### config.mk
export PLATFORM = sky130hd
export DESIGN_NAME = neg_thres_ctrl
export DESIGN_NICKNAME = d
export VERILOG_FILES = /design/src/rtl/sauria_neg_pkg.sv /design/src/rtl/zero_popcount.sv /design/src/rtl/neg_thres_ctrl.sv
export SDC_FILE = /design/constraint.sdc
export NUM_CORES = 1
export LEC_CHECK = 0
export BUFFER_PORTS_ARGS = -buffer_cell sky130_fd_sc_hd__buf_2
export CELL_PAD_IN_SITES_DETAIL_PLACEMENT = 1
export CELL_PAD_IN_SITES_GLOBAL_PLACEMENT = 2
export CORE_MARGIN = 2
export CORE_UTILIZATION = 37
export DETAILED_ROUTE_END_ITERATION = 8
export GPL_ROUTABILITY_DRIVEN = 0
export MAX_ROUTING_LAYER = met4
export PLACE_DENSITY = 0.89
export SETUP_SLACK_MARGIN = 0.05
export SLEW_MARGIN = 15
export SYNTH_ARGS = -nofsm -noshare
export SYNTH_HDL_FRONTEND = slang
export SYNTH_SLANG_ARGS = --single-unit
### constraint.sdc
create_clock -name i_clk -period 20.2 [get_ports i_clk]
set_clock_uncertainty 0.15 [all_clocks]
set_input_delay 4.04 -clock i_clk [delete_from_list [all_inputs] [get_ports i_clk]]
set_output_delay 4.04 -clock i_clk [all_outputs]
set_load 0.01 [all_outputs]
### src/rtl/sauria_neg_pkg.sv
// Shared types and width helpers for the negligence-threshold controller
// and the zero_det_neg instances it drives.
package sauria_neg_pkg;

  localparam int NEG_TH_W = 2;

  typedef enum logic [1:0] {
    IDLE  = 2'd0,
    ACCUM = 2'd1,
    EVAL  = 2'd2
  } neg_ctrl_state_t;

  function automatic int pc_width(input int n_pe);
    return $clog2(n_pe + 1);
  endfunction

  function automatic int acc_width(input int cnt_w, input int n_pe);
    return cnt_w + pc_width(n_pe);
  endfunction

endpackage

### src/rtl/zero_popcount.sv
// Combinational population count of the per-PE zero-detect flags.
module zero_popcount
  import sauria_neg_pkg::*;
#(
  parameter  int N_PE = 16,
  localparam int PC_W = pc_width(N_PE)
) (
  input  logic [N_PE-1:0] i_flags,
  output logic [PC_W-1:0] o_count
);

  logic [PC_W-1:0] ext [N_PE];

  for (genvar gi = 0; gi < N_PE; gi++) begin : g_ext
    assign ext[gi] = PC_W'(i_flags[gi]);
  end

  always_comb begin
    o_count = '0;
    for (int i = 0; i < N_PE; i++) begin
      o_count = o_count + ext[i];
    end
  end

endmodule

### src/rtl/neg_thres_ctrl.sv
// Adaptive negligence-threshold controller: counts zero detections per window
// of valid cycles and nudges the shared threshold to keep sparsity in a band.
module neg_thres_ctrl
  import sauria_neg_pkg::*;
#(
  parameter  int TH_W  = NEG_TH_W,
  parameter  int N_PE  = 16,
  parameter  int CNT_W = 16,
  localparam int PC_W  = pc_width(N_PE),
  localparam int ACC_W = acc_width(CNT_W, N_PE)
) (
  input  logic             i_clk,
  input  logic             i_rst,
  input  logic             i_en,
  input  logic             i_valid,
  input  logic [N_PE-1:0]  i_zero_det,
  input  logic             i_cfg_wr,
  input  logic             i_cfg_mode,
  input  logic [TH_W-1:0]  i_cfg_thres,
  input  logic [TH_W-1:0]  i_cfg_thres_max,
  input  logic [CNT_W-1:0] i_cfg_win_len,
  input  logic [ACC_W-1:0] i_cfg_tgt_lo,
  input  logic [ACC_W-1:0] i_cfg_tgt_hi,
  output logic [TH_W-1:0]  o_thres,
  output logic             o_thres_upd,
  output logic [ACC_W-1:0] o_win_zeros,
  output logic             o_busy
);

  neg_ctrl_state_t  state_reg;
  logic             mode_reg;
  logic [TH_W-1:0]  thres_max_reg;
  logic [CNT_W-1:0] win_len_reg;
  logic [ACC_W-1:0] tgt_lo_reg;
  logic [ACC_W-1:0] tgt_hi_reg;
  logic [ACC_W-1:0] acc_reg;
  logic [CNT_W-1:0] vcnt_reg;
  logic [TH_W-1:0]  thres_reg;
  logic             upd_reg;
  logic [ACC_W-1:0] win_zeros_reg;
  logic             busy_reg;

  logic [PC_W-1:0]  pc;
  logic [ACC_W:0]   acc_sum;
  logic [ACC_W-1:0] acc_next;
  logic [CNT_W-1:0] win_last;
  logic             win_done;
  logic             single_win;
  logic             step_up;
  logic             step_dn;
  logic [TH_W-1:0]  cfg_start;

  zero_popcount #(.N_PE(N_PE)) u_popcount (
    .i_flags (i_zero_det),
    .o_count (pc)
  );

  // Accumulator saturates instead of wrapping.
  assign acc_sum  = {1'b0, acc_reg} + (ACC_W + 1)'(pc);
  assign acc_next = acc_sum[ACC_W] ? '1 : acc_sum[ACC_W-1:0];

  // A programmed window length of zero behaves as one.
  assign win_last   = (win_len_reg == '0) ? '0 : win_len_reg - CNT_W'(1);
  assign win_done   = (vcnt_reg == win_last);
  assign single_win = (win_len_reg <= CNT_W'(1));

  // Increment wins when the band is inverted (lo > hi).
  assign step_up = (acc_reg < tgt_lo_reg) && (thres_reg < thres_max_reg);
  assign step_dn = !step_up && (acc_reg > tgt_hi_reg) && (thres_reg != '0);

  assign cfg_start = (i_cfg_mode && (i_cfg_thres_max < i_cfg_thres)) ? i_cfg_thres_max
                                                                      : i_cfg_thres;

  always_ff @(posedge i_clk) begin
    if (i_rst) begin
      state_reg     <= IDLE;
      mode_reg      <= 1'b0;
      thres_max_reg <= '0;
      win_len_reg   <= '0;
      tgt_lo_reg    <= '0;
      tgt_hi_reg    <= '0;
      acc_reg       <= '0;
      vcnt_reg      <= '0;
      thres_reg     <= '0;
      upd_reg       <= 1'b0;
      win_zeros_reg <= '0;
      busy_reg      <= 1'b0;
    end else if (i_cfg_wr) begin
      mode_reg      <= i_cfg_mode;
      thres_max_reg <= i_cfg_thres_max;
      win_len_reg   <= i_cfg_win_len;
      tgt_lo_reg    <= i_cfg_tgt_lo;
      tgt_hi_reg    <= i_cfg_tgt_hi;
      thres_reg     <= cfg_start;
      acc_reg       <= '0;
      vcnt_reg      <= '0;
      upd_reg       <= 1'b0;
      if (i_cfg_mode && i_en) begin
        state_reg <= ACCUM;
        busy_reg  <= 1'b1;
      end else begin
        state_reg <= IDLE;
        busy_reg  <= 1'b0;
      end
    end else begin
      upd_reg <= 1'b0;
      case (state_reg)
        IDLE: begin
          acc_reg  <= '0;
          vcnt_reg <= '0;
          if (mode_reg && i_en) begin
            state_reg <= ACCUM;
            busy_reg  <= 1'b1;
          end
        end
        ACCUM: begin
          if (!i_en || !mode_reg) begin
            state_reg <= IDLE;
            busy_reg  <= 1'b0;
            acc_reg   <= '0;
            vcnt_reg  <= '0;
          end else if (i_valid) begin
            acc_reg  <= acc_next;
            vcnt_reg <= vcnt_reg + CNT_W'(1);
            if (win_done) state_reg <= EVAL;
          end
        end
        EVAL: begin
          win_zeros_reg <= acc_reg;
          if (step_up) begin
            thres_reg <= thres_reg + TH_W'(1);
            upd_reg   <= 1'b1;
          end else if (step_dn) begin
            thres_reg <= thres_reg - TH_W'(1);
            upd_reg   <= 1'b1;
          end
          if (!i_en) begin
            state_reg <= IDLE;
            busy_reg  <= 1'b0;
            acc_reg   <= '0;
            vcnt_reg  <= '0;
          end else if (i_valid) begin
            // The seed sample alone completes a one-sample window.
            acc_reg   <= ACC_W'(pc);
            vcnt_reg  <= CNT_W'(1);
            state_reg <= single_win ? EVAL : ACCUM;
          end else begin
            acc_reg   <= '0;
            vcnt_reg  <= '0;
            state_reg <= ACCUM;
          end
        end
        default: begin
          state_reg <= IDLE;
          busy_reg  <= 1'b0;
        end
      endcase
    end
  end

  assign o_thres     = thres_reg;
  assign o_thres_upd = upd_reg;
  assign o_win_zeros = win_zeros_reg;
  assign o_busy      = busy_reg;

endmodule

Yosys cells after proc, flatten, opt, wreduce, memory -nomap -nowiden --
Cells that the tools add are included.
Operators by class: add/sub/neg operators 20, magnitude comparators 5, eq/ne operators 9, multiplexer cells 35, bitwise logic cells 2, reduce and logical (&&, ||, !) cells 23
Operators with widths (number):
- 5-bit by 1-bit adder with 5-bit output | 14
- 21-bit 2-to-1 mux | 3
- 21-bit one-hot mux with 3 select lines | 1
- 16-bit 2-to-1 mux | 3
- 16-bit one-hot mux with 3 select lines | 1
- 2-bit 2-to-1 mux | 13
- 21-bit by 5-bit adder with 22-bit output | 1
- 21-bit greater-than comparator | 1
- 21-bit less-than comparator | 1
- 16-bit by 1-bit adder with 16-bit output (second input constant) | 1
- 16-bit equality test | 1
- 16-bit by 1-bit <= comparator with 1-bit output (second input constant) | 1
- 16-bit logical NOT | 1
- 16-bit by 1-bit subtractor with 16-bit output (second input constant) | 1
- 3-bit != test (second input constant) | 4
- 1-bit 2-to-1 mux | 10
- 5-bit 2-to-1 mux | 2
- 4-bit != test (second input constant) | 2
- 1-bit logical AND | 6
- 2-bit one-hot mux with 3 select lines | 1
- 2-bit AND reduction | 3
- 3-bit AND reduction | 2
- 3-bit nonzero test | 2
- 2-bit less-than comparator | 2
- other kinds (13) | 17
Word-level totals: bits in registers 125, input bits 84, output and inout bits 25, logic and storage cells 106

Logic depth before layout (Yosys ltp) --
depth after elaboration 20, mapped depth 21, depth with buffers taken out 21

Modules after synthesis --
Synthesis repeated with hierarchy kept, for this count alone.
Second synthesis, totals: cell total of the unflattened synthesis 910, area total of the unflattened synthesis 7657.3 µm²
By module, submodules not included:
- neg_thres_ctrl | times used 1, cells an instance 863, area each 7249.5 µm², seq. area each 2502.4 µm²
- zero_popcount | times used 1, cells an instance 47, area each 407.9 µm², seq. area each 0.0 µm²

Least setup slack after synthesis --
Ideal clock, no wire load.
path kind input port to flip-flop, start in i_zero_det[0], end reg acc_reg[4], setup time 0.070 ns, data arrival time 8.908 ns, required time 19.980 ns, slack 11.073 ns, cell stages on the path 18, buffers on the path 1, path through ha_1 -> inv_1 -> fa_1 -> fa_1 -> fa_1 -> fa_1 -> fa_1 -> fa_1 -> inv_1 -> ha_1 -> a21o_1 -> a21oi_1 -> o21bai_1 -> a21oi_1 -> nor4_1 -> clkbuf_1 -> o21ai_0 -> a21oi_1
Between the ends: cells in the longest elaborated chain, start to end 20, elaborated cells on any way between the ends 22, those cells by class add/sub (16); mux (6)
Ends and longest elaborated chain:
- start, declared | line neg_thres_ctrl.sv:16 | input logic [N_PE-1:0] i_zero_det,
- 1-bit by 1-bit adder with 2-bit output (*) | line zero_popcount.sv:21 | o_count = o_count + ext[i];
- 5-bit by 1-bit adder with 5-bit output (*) (14 in a row) | line zero_popcount.sv:21
- 21-bit by 5-bit adder with 22-bit output | line neg_thres_ctrl.sv:59 | assign acc_sum = {1'b0, acc_reg} + (ACC_W + 1)'(pc);
- 21-bit 2-to-1 mux | line neg_thres_ctrl.sv:60 | assign acc_next = acc_sum[ACC_W] ? '1 : acc_sum[ACC_W-1:0];
- 21-bit 2-to-1 mux | line neg_thres_ctrl.sv:122 | end else if (i_valid) begin
- 21-bit 2-to-1 mux | line neg_thres_ctrl.sv:117 | if (!i_en || !mode_reg) begin
- 21-bit one-hot mux with 3 select lines (*) | line neg_thres_ctrl.sv:107 | case (state_reg)
- end signal, assigned | line neg_thres_ctrl.sv:123 | acc_reg <= acc_next;
- end signal, assigned | line neg_thres_ctrl.sv:144 | acc_reg <= ACC_W'(pc);
- end, declared | line neg_thres_ctrl.sv:36 | logic [ACC_W-1:0] acc_reg;
Every way passes the cells marked *; elsewhere a longest branch is shown, timed or not. The select of a mux whose other input is x is not followed. A chain may end at the register's enable or synchronous reset.

Worst setup path after layout --
start in i_zero_det[0], end reg acc_reg[6]
Between the ends: cells in the longest elaborated chain, start to end 20
Ends and longest elaborated chain (line):
- 1-bit by 1-bit adder with 2-bit output | zero_popcount.sv:21
- 5-bit by 1-bit adder with 5-bit output (14 in a row) | zero_popcount.sv:21
- 21-bit by 5-bit adder with 22-bit output | neg_thres_ctrl.sv:59
- 21-bit 2-to-1 mux | neg_thres_ctrl.sv:60
- 21-bit 2-to-1 mux | neg_thres_ctrl.sv:122
- 21-bit 2-to-1 mux | neg_thres_ctrl.sv:117
- 21-bit one-hot mux with 3 select lines | neg_thres_ctrl.sv:107
No other way between the ends. The select of a mux whose other input is x is not followed.

==> metrics.cfg <==
[timing]
worst_pin_slew_ps = 1190
rsz0062_at_grt = no
final-hold-violation-count = 0
finalMaxSlewViolations = 0
fin_crit_sh = 0.456
finalSetupTns_ps = 0
fmax_ghz = 0.109
finalCriticalPeriod_ps = 9200
hold_slack_ps = 306
slew_headroom = 0.198
setup_viol = 0

[power]
power_density_mw_per_mm2 = 79.0
p_leak_nw = 4.06
irDropWorstVdd_mv = 0.0534

[drt]
drt_iter0_markers = 267
vias = 6866
dr.pass1.iters = 6
drtAntennaViolNets = 0
routedWlPerCell_um = 17.2
vias_per_cell = 5.36
drcViolationCount = 0
wirelength_um = 22100

[floorplanning]
start_util = 0.376
num_rows = 52
fp.dieW_um = 147
design.portCount = 109
dieHeight_um = 147
core_mm2 = 0.0202
die-area_mm2 = 0.0217

[worst_setup_path]
r2r_slack_ps = 16820
required_ps = 20310
cp_common_cell = fa_1
cp-start-kind = primary input
r2r_start = acc_reg[1]
endpoint_kind = register
cp_cell_sequence = buf_2 -> ha_1 -> inv_1 -> fa_1 -> fa_1 -> fa_1 -> fa_1 -> fa_1 -> fa_1 -> inv_1 -> ha_1 -> a21o_1 -> a21oi_1 -> o21bai_1 -> a21oi_1 -> nor4_1 -> buf_4 -> nor4_1 -> nor3_1
cp_max_fo = 12
worst-r2r-cell-count = 9
crit_slowest_cell = fa_1
cp_top_family = adder cells
critPathArrivalTime_ps = 9310
startpoint = i_zero_det[0]
critPathMaxStageDelay_ps = 550
crit_cells = 19
criticalPathCategory = in2reg
cp_num_buf_inv = 4
regToRegEndpoint = o_thres[1]

[placed_design]
dp_hpwl_um = 16400
place_inst = 1250
place_area_mm2 = 0.00836
port_buffers = 108

[cts]
tritoncts = yes
cts-hold-fix-buffers = 0
htree_levels = 4
clk_latency_ps = 420
cts_num_sinks = 125
clk_pin_slew_worst_paths_ps = 60
cts_buffers = 17
clockRootBuffer = clkbuf_16
clock_path_buffers = 2
post-cts-setup-buffers = 0
cts.repair.resized = 0

[grt]
grt_pass1_wl_um = 35900
antenna_found_initial = 0
grt_max_degree = 58
first_global_vias = 6963
grt_usage = 0.213
grt-ovfl-total = 0

[finish]
final_area_mm2 = 0.00895
layout_common_cells = 125 x dfxtp_1, 110 x nor2_1, 107 x buf_2
diodes = 0
stdcell_count = 1282
syn_to_final_growth_pct = 17.5
final_common_cell = dfxtp_1
final_nets = 1154
final_layout_size_suffix_gt1_frac = 0.162

[worst_hold_path]
min_from = o_win_zeros[7]
hold_class = reg2reg
hold_depth = 2
whs_endpoint = o_win_zeros[7]

[synthesis]
syn_nets = 1064
ys_seq_elements = 125
synth_edf_count = 0
synthFlopType = dfxtp_1
yosysSeqAreaShare = 0.329
synth_cell_types = 70
syn-instance-count = 909
yosysWarnings = 0
async_flop_share = 0
syn_area_mm2 = 0.00761
syn_avg_cell_area_um2 = 8.38

[flow_run]
cap_violations = 0

[outcome]
status = finished clean

## power by group
group          switching [mW]  internal, mW  total [mW]
Clock                   0.120         0.186       0.305
Combinational          0.0789        0.0599       0.139
Sequential            0.00813         0.255       0.263
## worst max path at each step
stage | to | slack [ps]
after global placement | acc_reg[6] | 10710
after CTS | acc_reg[6] | 10980
after floorplan | acc_reg[4] | 11070
after detailed placement | acc_reg[6] | 10550
final | acc_reg[6] | 11000
after global routing | acc_reg[6] | 10650
## metrics by stage
step                total power [mW]  setup WS [ps]   util
floorplan                      0.369          11070      -
detailed placement             0.407          10550  0.413
finish                         0.707          11000  0.442
CTS                            0.715          10980  0.442
global placement               0.401          10710  0.413
global route                   0.746          10650  0.442
## tightest hold or removal path, delay by kind of cell, from the launching register on
| kind | cells | cell delay (ps) |
|---|---|---|
| AO/OA/AOI/OAI | 1 | 50 |
| flip-flops | 1 | 310 |
| AND/OR/NAND/NOR | 1 | 50 |
## cell type report
| class | count | area [µm²] |
|---|---|---|
| clock buffer | 20 | 447 |
| clock inverter | 12 | 139 |
| fill | 2451 | 11300 |
| inverter | 90 | 338 |
| multi-input combinational | 652 | 4600 |
| sequential | 125 | 2500 |
| tap | 270 | 338 |
| timing repair buffer | 113 | 581 |
## kinds of logic after synthesis
group / after synthesis / share of synthesized area
buffers and inverters: 132 / 0.0685
adders and majority gates: 71 / 0.128
AOI/OAI and AO/OA: 184 / 0.156
muxes: 68 / 0.0895
and+or+nand+nor: 305 / 0.202
xor gates and xnor gates: 24 / 0.0276
DFF: 125 / 0.329
## cells in the mapped netlist, types with 5 or more instances
cell type  instances  share of area
dfxtp_1          125           0.33
a21oi_1           67          0.044
fa_1              11          0.029
or4_1              5         0.0049
nand3_1           13         0.0085
mux2i_1           67          0.088
nand2b_1           7         0.0058
nor2_1           110          0.054
o21a_1             5         0.0049
xor2_1             9          0.010
nand2_1           68          0.034
nor3_1            20          0.013
a31oi_1            9         0.0074
o21ai_0           26          0.017
nor4_1            10         0.0082
and3_1            11         0.0090
or3_1              7         0.0058
buf_1              6         0.0030
inv_1             90          0.044
xnor2_1           15          0.017
a21o_1            22          0.022
a211oi_1           6         0.0059
nand4_1           22          0.018
a22oi_1            8         0.0079
ha_1              60          0.099
clkbuf_1          30          0.015
## routing by layer
| layer | track usage | part of all wire |
|---|---|---|
| met1 | 0.289 | 0.50 |
| met2 | 0.328 | 0.44 |
| met3 | 0.0441 | 0.046 |
| met4 | 0.0514 | 0.014 |
| met5 | - | 0 |
(Power assumes the default switching activity.)
